$ cat src/rtl/rtc_pkg.sv
// Shared constants for the RTC multiplexed AD bus: field addresses, mask bit
// order, the transfer command address and the write engine state encoding.
package rtc_pkg;

  localparam int NUM_FIELDS = 9;

  localparam logic [7:0] ADDR_YEAR      = 8'h26;
  localparam logic [7:0] ADDR_MES       = 8'h25;
  localparam logic [7:0] ADDR_DIA       = 8'h24;
  localparam logic [7:0] ADDR_HORA      = 8'h23;
  localparam logic [7:0] ADDR_MIN       = 8'h22;
  localparam logic [7:0] ADDR_SEG       = 8'h21;
  localparam logic [7:0] ADDR_HORACRONO = 8'h43;
  localparam logic [7:0] ADDR_MINCRONO  = 8'h42;
  localparam logic [7:0] ADDR_SEGCRONO  = 8'h41;

  localparam int BIT_YEAR      = 0;
  localparam int BIT_MES       = 1;
  localparam int BIT_DIA       = 2;
  localparam int BIT_HORA      = 3;
  localparam int BIT_MIN       = 4;
  localparam int BIT_SEG       = 5;
  localparam int BIT_HORACRONO = 6;
  localparam int BIT_MINCRONO  = 7;
  localparam int BIT_SEGCRONO  = 8;

  localparam logic [7:0] CMD_ADDR_DEF = 8'hF1;
  localparam int         CYC_END_DEF  = 31;

  // Index value meaning "no further field selected".
  localparam logic [3:0] NO_FIELD = 4'd9;

  typedef enum logic [2:0] {
    ST_IDLE    = 3'd0,
    ST_WAIT_RD = 3'd1,
    ST_LATCH   = 3'd2,
    ST_FIELD   = 3'd3,
    ST_CMD     = 3'd4,
    ST_DONE    = 3'd5
  } wr_state_e;

  function automatic logic [7:0] field_addr(input logic [3:0] idx);
    case (idx)
      4'd0:    field_addr = ADDR_YEAR;
      4'd1:    field_addr = ADDR_MES;
      4'd2:    field_addr = ADDR_DIA;
      4'd3:    field_addr = ADDR_HORA;
      4'd4:    field_addr = ADDR_MIN;
      4'd5:    field_addr = ADDR_SEG;
      4'd6:    field_addr = ADDR_HORACRONO;
      4'd7:    field_addr = ADDR_MINCRONO;
      4'd8:    field_addr = ADDR_SEGCRONO;
      default: field_addr = 8'h00;
    endcase
  endfunction

  // Lowest set mask bit at or above 'from', or NO_FIELD.
  function automatic logic [3:0] first_set(input logic [8:0] mask, input logic [3:0] from);
    first_set = NO_FIELD;
    for (int i = NUM_FIELDS - 1; i >= 0; i--) begin
      if (mask[i] && (i >= int'(from))) first_set = 4'(i);
    end
  endfunction

endpackage

$ cat src/rtl/rtc_bus_cycle.sv
// One address-then-data write transaction on the RTC AD bus. The strobe
// registers take the value listed for cycle c on the edge that enters c.
module rtc_bus_cycle #(
  parameter int CYC_END = 31
) (
  input  logic       clock,
  input  logic       reset,
  input  logic       start_i,
  input  logic [7:0] addr_i,
  input  logic [7:0] data_i,
  output logic       ad_o,
  output logic       wr_o,
  output logic       rd_o,
  output logic       cs_o,
  output logic [7:0] ad_out_o,
  output logic       last_o
);

  localparam int              CW   = $clog2(CYC_END + 1);
  localparam logic [CW-1:0]   LAST = CW'(CYC_END);

  logic [CW-1:0] cnt_q, cnt_d, cnt_nxt;
  logic          run_q, run_d;
  logic          ad_q, ad_d, wr_q, wr_d, cs_q, cs_d;
  logic [7:0]    dat_q, dat_d;

  always_ff @(posedge clock or negedge reset) begin
    if (!reset) begin
      cnt_q <= '0;
      run_q <= 1'b0;
      ad_q  <= 1'b1;
      wr_q  <= 1'b1;
      cs_q  <= 1'b1;
      dat_q <= 8'h00;
    end else begin
      cnt_q <= cnt_d;
      run_q <= run_d;
      ad_q  <= ad_d;
      wr_q  <= wr_d;
      cs_q  <= cs_d;
      dat_q <= dat_d;
    end
  end

  always_comb begin
    cnt_d   = cnt_q;
    run_d   = run_q;
    ad_d    = ad_q;
    wr_d    = wr_q;
    cs_d    = cs_q;
    dat_d   = dat_q;
    cnt_nxt = cnt_q + 1'b1;
    if (start_i) begin
      // A start on the last cycle chains straight into the next transaction.
      cnt_d = '0;
      run_d = 1'b1;
      ad_d  = 1'b1;
      wr_d  = 1'b1;
      cs_d  = 1'b1;
      dat_d = addr_i;
    end else if (run_q) begin
      if (cnt_q == LAST) begin
        cnt_d = '0;
        run_d = 1'b0;
      end else begin
        cnt_d = cnt_nxt;
        case (int'(cnt_nxt))
          1:       ad_d  = 1'b0;
          2:       cs_d  = 1'b0;
          3:       wr_d  = 1'b0;
          8:       wr_d  = 1'b1;
          9:       cs_d  = 1'b1;
          10:      ad_d  = 1'b1;
          12:      dat_d = data_i;
          15:      cs_d  = 1'b0;
          16:      wr_d  = 1'b0;
          21:      wr_d  = 1'b1;
          22:      cs_d  = 1'b1;
          default: ;
        endcase
      end
    end
  end

  assign ad_o     = ad_q;
  assign wr_o     = wr_q;
  assign rd_o     = 1'b1;
  assign cs_o     = cs_q;
  assign ad_out_o = dat_q;
  assign last_o   = run_q && (cnt_q == LAST);

endmodule

$ cat src/rtl/rtc_write_ctrl.sv
// RTC bus-write engine: latches a time/date/chrono image, writes each masked
// field, then issues the transfer command while holding off the reader.
module rtc_write_ctrl
  import rtc_pkg::*;
#(
  parameter int         CYC_END  = CYC_END_DEF,
  parameter logic [7:0] CMD_ADDR = CMD_ADDR_DEF
) (
  input  logic       clock,
  input  logic       reset,
  input  logic       wr_req,
  input  logic [8:0] wr_mask,
  input  logic [7:0] year,
  input  logic [7:0] mes,
  input  logic [7:0] dia,
  input  logic [7:0] hora,
  input  logic [7:0] min,
  input  logic [7:0] seg,
  input  logic [7:0] horacrono,
  input  logic [7:0] mincrono,
  input  logic [7:0] segcrono,
  input  logic       AmPm,
  input  logic       rd_busy,
  output logic [7:0] ADout,
  output logic       ad,
  output logic       wr,
  output logic       rd,
  output logic       cs,
  output logic       bus_oe,
  output logic       rd_inhibit,
  output logic       busy,
  output logic       done,
  output logic [2:0] state_dbg
);

  wr_state_e  state_q, state_d;
  logic [3:0] idx_q, idx_d, nxt;
  logic [8:0] mask_q;
  logic [7:0] shadow_q [NUM_FIELDS];
  logic [7:0] live_val [NUM_FIELDS];
  logic       latch_en, cyc_start, cyc_last;
  logic [7:0] cyc_addr, cyc_data;

  always_comb begin
    live_val[BIT_YEAR]      = year;
    live_val[BIT_MES]       = mes;
    live_val[BIT_DIA]       = dia;
    live_val[BIT_HORA]      = {AmPm, hora[6:0]};
    live_val[BIT_MIN]       = min;
    live_val[BIT_SEG]       = seg;
    live_val[BIT_HORACRONO] = horacrono;
    live_val[BIT_MINCRONO]  = mincrono;
    live_val[BIT_SEGCRONO]  = segcrono;
  end

  always_ff @(posedge clock or negedge reset) begin
    if (!reset) begin
      state_q <= ST_IDLE;
      idx_q   <= '0;
      mask_q  <= '0;
      for (int i = 0; i < NUM_FIELDS; i++) shadow_q[i] <= 8'h00;
    end else begin
      state_q <= state_d;
      idx_q   <= idx_d;
      if (latch_en) begin
        mask_q <= wr_mask;
        for (int i = 0; i < NUM_FIELDS; i++) shadow_q[i] <= live_val[i];
      end
    end
  end

  // Leaving LATCH the shadows are not yet loaded, so the first field is
  // chosen from the live mask; the data byte is only needed at c=12.
  always_comb begin
    state_d   = state_q;
    idx_d     = idx_q;
    nxt       = NO_FIELD;
    latch_en  = 1'b0;
    cyc_start = 1'b0;
    cyc_addr  = CMD_ADDR;
    case (state_q)
      ST_IDLE: begin
        if (wr_req) state_d = ST_WAIT_RD;
      end
      ST_WAIT_RD: begin
        if (!rd_busy) state_d = ST_LATCH;
      end
      ST_LATCH: begin
        latch_en  = 1'b1;
        cyc_start = 1'b1;
        nxt       = first_set(wr_mask, 4'd0);
        if (nxt != NO_FIELD) begin
          state_d  = ST_FIELD;
          idx_d    = nxt;
          cyc_addr = field_addr(nxt);
        end else begin
          state_d = ST_CMD;
        end
      end
      ST_FIELD: begin
        if (cyc_last) begin
          cyc_start = 1'b1;
          nxt       = first_set(mask_q, idx_q + 4'd1);
          if (nxt != NO_FIELD) begin
            idx_d    = nxt;
            cyc_addr = field_addr(nxt);
          end else begin
            state_d = ST_CMD;
          end
        end
      end
      ST_CMD: begin
        if (cyc_last) state_d = ST_DONE;
      end
      ST_DONE: begin
        state_d = ST_IDLE;
      end
      default: state_d = ST_IDLE;
    endcase
  end

  assign cyc_data = (state_q == ST_FIELD) ? shadow_q[idx_q] : 8'h00;

  rtc_bus_cycle #(
    .CYC_END(CYC_END)
  ) u_bus_cycle (
    .clock    (clock),
    .reset    (reset),
    .start_i  (cyc_start),
    .addr_i   (cyc_addr),
    .data_i   (cyc_data),
    .ad_o     (ad),
    .wr_o     (wr),
    .rd_o     (rd),
    .cs_o     (cs),
    .ad_out_o (ADout),
    .last_o   (cyc_last)
  );

  assign busy       = (state_q != ST_IDLE);
  assign rd_inhibit = (state_q != ST_IDLE);
  assign bus_oe     = (state_q == ST_FIELD) || (state_q == ST_CMD);
  assign done       = (state_q == ST_DONE);
  assign state_dbg  = state_q;

endmodule

$ cat config.mk
export PLATFORM = sky130hd
export DESIGN_NAME = rtc_write_ctrl
export DESIGN_NICKNAME = d
export VERILOG_FILES = /design/src/rtl/rtc_pkg.sv /design/src/rtl/rtc_bus_cycle.sv /design/src/rtl/rtc_write_ctrl.sv
export SDC_FILE = /design/constraint.sdc
export NUM_CORES = 1
export LEC_CHECK = 0
export BUFFER_PORTS_ARGS = -buffer_cell sky130_fd_sc_hd__buf_4
export CAP_MARGIN = 15
export CORE_ASPECT_RATIO = 1.2
export CORE_MARGIN = 4
export CORE_UTILIZATION = 56
export CTS_CLUSTER_DIAMETER = 30
export DETAILED_ROUTE_END_ITERATION = 7
export GPL_TIMING_DRIVEN = 0
export PLACE_DENSITY_LB_ADDON = 0.15
export SYNTH_ARGS = -nofsm -noshare
export SYNTH_HDL_FRONTEND = slang
export SYNTH_SLANG_ARGS = --single-unit
$ cat constraint.sdc
create_clock -name clock -period 3.8 [get_ports clock]
set_input_delay 0.76 -clock clock [delete_from_list [all_inputs] [get_ports clock]]
set_output_delay 0.76 -clock clock [all_outputs]
set_load 0.05 [all_outputs]
==> run_results.csv <==
group,metric,value,unit
run_status,status,"complete, no violations",
critical_path,cp-startpoint,"idx_q[1]",
route,dr.pass1.iters,6,
critical_path,start_kind,"register",
global_route,grt_pass1_vias,5236,
clock_network,clock_sinks,105,
clock_network,tritoncts,"done",
critical_path,regToRegEndpoint,"u_bus_cycle.ad_out_o[6]",
sta,slew_headroom,0.248,
sta,grt_setup_unrepaired,"false",
synth,synthTopCellsByCount,"nand2_1, dfrtp_1, o21ai_0, nor2_1, clkbuf_1",
global_route,grt_first_pass_wirelength,25.4,mm
critical_path,timing.rr.start,"idx_q[1]",
route,vias_per_cell,5.75,
floorplanning,core_area,9710,µm²
synth,post_synth_instance_area,5670,µm²
critical_path,crit_path_end_kind,"register",
floorplanning,die_w,99.8,µm
route,wl_per_cell,17.4,µm
synth,synthTopCellsByArea,"dfrtp_1, nand2_1, mux4_2, ha_1, o21ai_0",
critical_path,cp_cell_sequence,"clkbuf_4 -> clkbuf_4 -> inv_1 -> ha_1 -> nand2b_1 -> a21oi_1 -> o32ai_1 -> a211oi_2 -> a21oi_1 -> o21a_1 -> inv_1 -> ha_2 -> o311ai_0 -> nand2_1 -> mux2_2",
layout,insertedDiodeCount,0,
floorplanning,start_util,0.583,
synth,synth_edf_count,0,
global_route,grt_use_total,0.271,
sta,worst_pin_slew,1.12,ns
hold_path,hold_class,"in2async",
sta,max_freq,280,MHz
route,drtIter0Drc,388,
critical_path,path_depth,15,
placed_design,place_area,6610,µm²
layout,fin_nets,865,
synth,synth_warnings,0,
floorplanning,die_h,118,µm
floorplanning,ios,105,
layout,fin_area,6950,µm²
synth,synth_ff_type,"dfrtp_1",
synth,yosysMostFrequentCell,"nand2_1",
synth,synthCells,650,
synth,ys_seq_elements,105,
placed_design,io_buffers,102,
sta,fin_crit_sh,0.941,
synth,yosysTopAreaCell,"dfrtp_1",
critical_path,crit_fanout,10,
placed_design,place_hpwl,11.6,mm
sta,setup_viol,0,
critical_path,cpPeakStageDelay,0.46,ns
route,wl,15.6,mm
sta,skew,0.00914,ns
critical_path,r2r_cells,15,
critical_path,slowest_stage,"dfrtp_2",
clock_network,ctsHoldBuffers,0,
global_route,grt-ovfl-total,0,
global_route,grt_max_degree,57,
synth,yosysUniqueCellTypes,63,
clock_network,h-tree-depth,3,
floorplanning,num_rows,39,
clock_network,cts-root-buf,"clkbuf_16",
critical_path,cp.required,4.03,ns
critical_path,crit_arrival,3.81,ns
clock_network,clockBufferDepth,2,
power,p_leak,3.47,nW
synth,yosysSeqAreaShare,0.464,
clock_network,cts_buffers,9,
critical_path,path_buf_inv,4,
sta,fin_ws,0.223,ns
power,cellPowerDensity,855,nW/µm²
route,drc_errors,0,
global_route,antenna_found_initial,0,
critical_path,cpLargestDelayFamily,"compound AO/OA/AOI/OAI gates",
sta,slew_violations,0,
floorplanning,dieArea,11800,µm²
route,ant_nets,0,
critical_path,critical_path_class,"reg2reg",
synth,synth_top_area_share,0.451,
sta,hold_viol_final,0,
sta,period_needed,3.58,ns
synth,syn_nets,750,
critical_path,crit_end,"u_bus_cycle.ad_out_o[6]",
critical_path,rrSetupSlack,0.22,ns
synth,synth.avg_cell_area,8.72,µm²
route,dr_total_vias,5136,
layout,drive_above_1_share,0.216,
layout,area_growth,22.7,%
placed_design,dp_slack,-0.502,ns
placed_design,routabilityCongestion,0.947,
job,drv_cap,0,
power,ir_drop,0.000337,V
synth,synth-async-reset-ratio,1.00,
placed_design,dp.cells,876,
layout,instances_no_fill,893,
clock_network,clock_latency,0.35,ns
clock_network,clk_pin_slew_worst_paths,0.07,ns
## through the flow
step	util	hold WS [ns]	TNS (ns)	power, mW
after floorplan	-	0.440	0	4.08
after CTS	0.714	0.476	0	5.91
final	0.716	0.456	0	5.94
after global routing	0.716	0.492	0	6.34
after global placement	0.678	0.453	-3.65	4.81
after detailed placement	0.681	0.460	-4.66	4.94
## cell families (layout without fill, tap and decap cells)
| group | after synthesis | in the layout | synth area share |
|---|---|---|---|
| xor gates and xnor gates | 5 | 5 | 0.00773 |
| buffers and inverters | 51 | 171 | 0.0395 |
| DFF | 105 | 105 | 0.464 |
| AOI/OAI and AO/OA | 95 | 95 | 0.116 |
| and+or+nand+nor | 349 | 349 | 0.252 |
| adders and majority gates | 14 | 14 | 0.0309 |
| muxes | 30 | 30 | 0.0888 |
| other | 1 | 1 | 0.000662 |
## how the worst min path moves through the flow
stage,from,to,cells after the start
2_1_floorplan,shadow_q[16],shadow_q[16],2
3_3_place_gp,shadow_q[29],shadow_q[29],2
3_5_place_dp,shadow_q[54],shadow_q[54],2
4_1_cts,reset,mask_q[1],1
5_1_grt,shadow_q[19],shadow_q[19],2
6_report,reset,mask_q[1],1
## metal layers
metal | global-route usage | vias up | part of all wire
met5 | 0 | - | 0
met4 | 0.114 | 0 | 0.031
met3 | 0.0430 | 36 | 0.066
met2 | 0.465 | 208 | 0.52
met1 | 0.339 | 2485 | 0.39
li1 | - | 2407 | -
## state kept, by name (all words and copies together) (netlist names)
| signal | flops |
|---|---|
| u_bus_cycle.wr_o | 1 |
| mask_q | 9 |
| u_bus_cycle.ad_out_o | 8 |
| u_bus_cycle.cnt_q | 5 |
| state_dbg | 3 |
| shadow_q | 72 |
| u_bus_cycle.cs_o | 1 |
| u_bus_cycle.ad_o | 1 |
| idx_q | 4 |
| u_bus_cycle.run_q | 1 |
## cells in the final DEF, fill, tap and decap left out, types with 3 or more instances in the layout
| cell type | synthesis | layout |
|---|---|---|
| nor2_1 | 23 | 23 |
| buf_2 | 5 | 3 |
| nand3_1 | 9 | 9 |
| a22o_1 | 3 | 3 |
| nand2_1 | 274 | 274 |
| dfrtp_1 | 102 | 100 |
| a21oi_1 | 17 | 17 |
| and2_1 | 4 | 4 |
| inv_1 | 16 | 16 |
| buf_1 | 4 | 4 |
| ha_1 | 14 | 13 |
| a22oi_1 | 5 | 5 |
| buf_6 | 2 | 3 |
| clkinvlp_4 | 0 | 3 |
| mux2i_1 | 12 | 12 |
| o22ai_1 | 3 | 3 |
| mux4_2 | 16 | 16 |
| dfstp_2 | 3 | 3 |
| o21ai_1 | 3 | 3 |
| o21ai_0 | 28 | 28 |
| xnor2_1 | 3 | 3 |
| nor3_1 | 9 | 9 |
| clkbuf_1 | 20 | 19 |
| buf_4 | 3 | 107 |
| nand2b_1 | 8 | 8 |
| nor2b_1 | 6 | 6 |
| nor4_1 | 4 | 4 |
| clkbuf_16 | 0 | 9 |
| o21a_1 | 4 | 4 |
## where the power goes
part | leakage, nW | total (mW) | switching (mW) | internal, mW
combinational | 2.06 | 2.97 | 1.74 | 1.23
clock | 0.139 | 0.956 | 0.435 | 0.521
sequential | 1.28 | 2.02 | 0.361 | 1.66
## layout make-up
| class | count | area (µm²) |
|---|---|---|
| repair buffers | 105 | 808 |
| fillers | 725 | 2760 |
| plain buffers | 33 | 169 |
| well taps | 123 | 154 |
| inverters | 17 | 63.8 |
| clock buffers | 10 | 229 |
| clock inverters | 6 | 75.1 |
| flip-flops and latches | 105 | 2630 |
| multi-input cells | 494 | 2820 |
## timing repair
action                                  CTS  global route
endpoints found under the setup margin   13            13
gates cloned                              0             0
resized for setup                         4             9
buffers inserted                          1             1
pin swaps                                 1             1
Power figures use the tool's default switching activity.
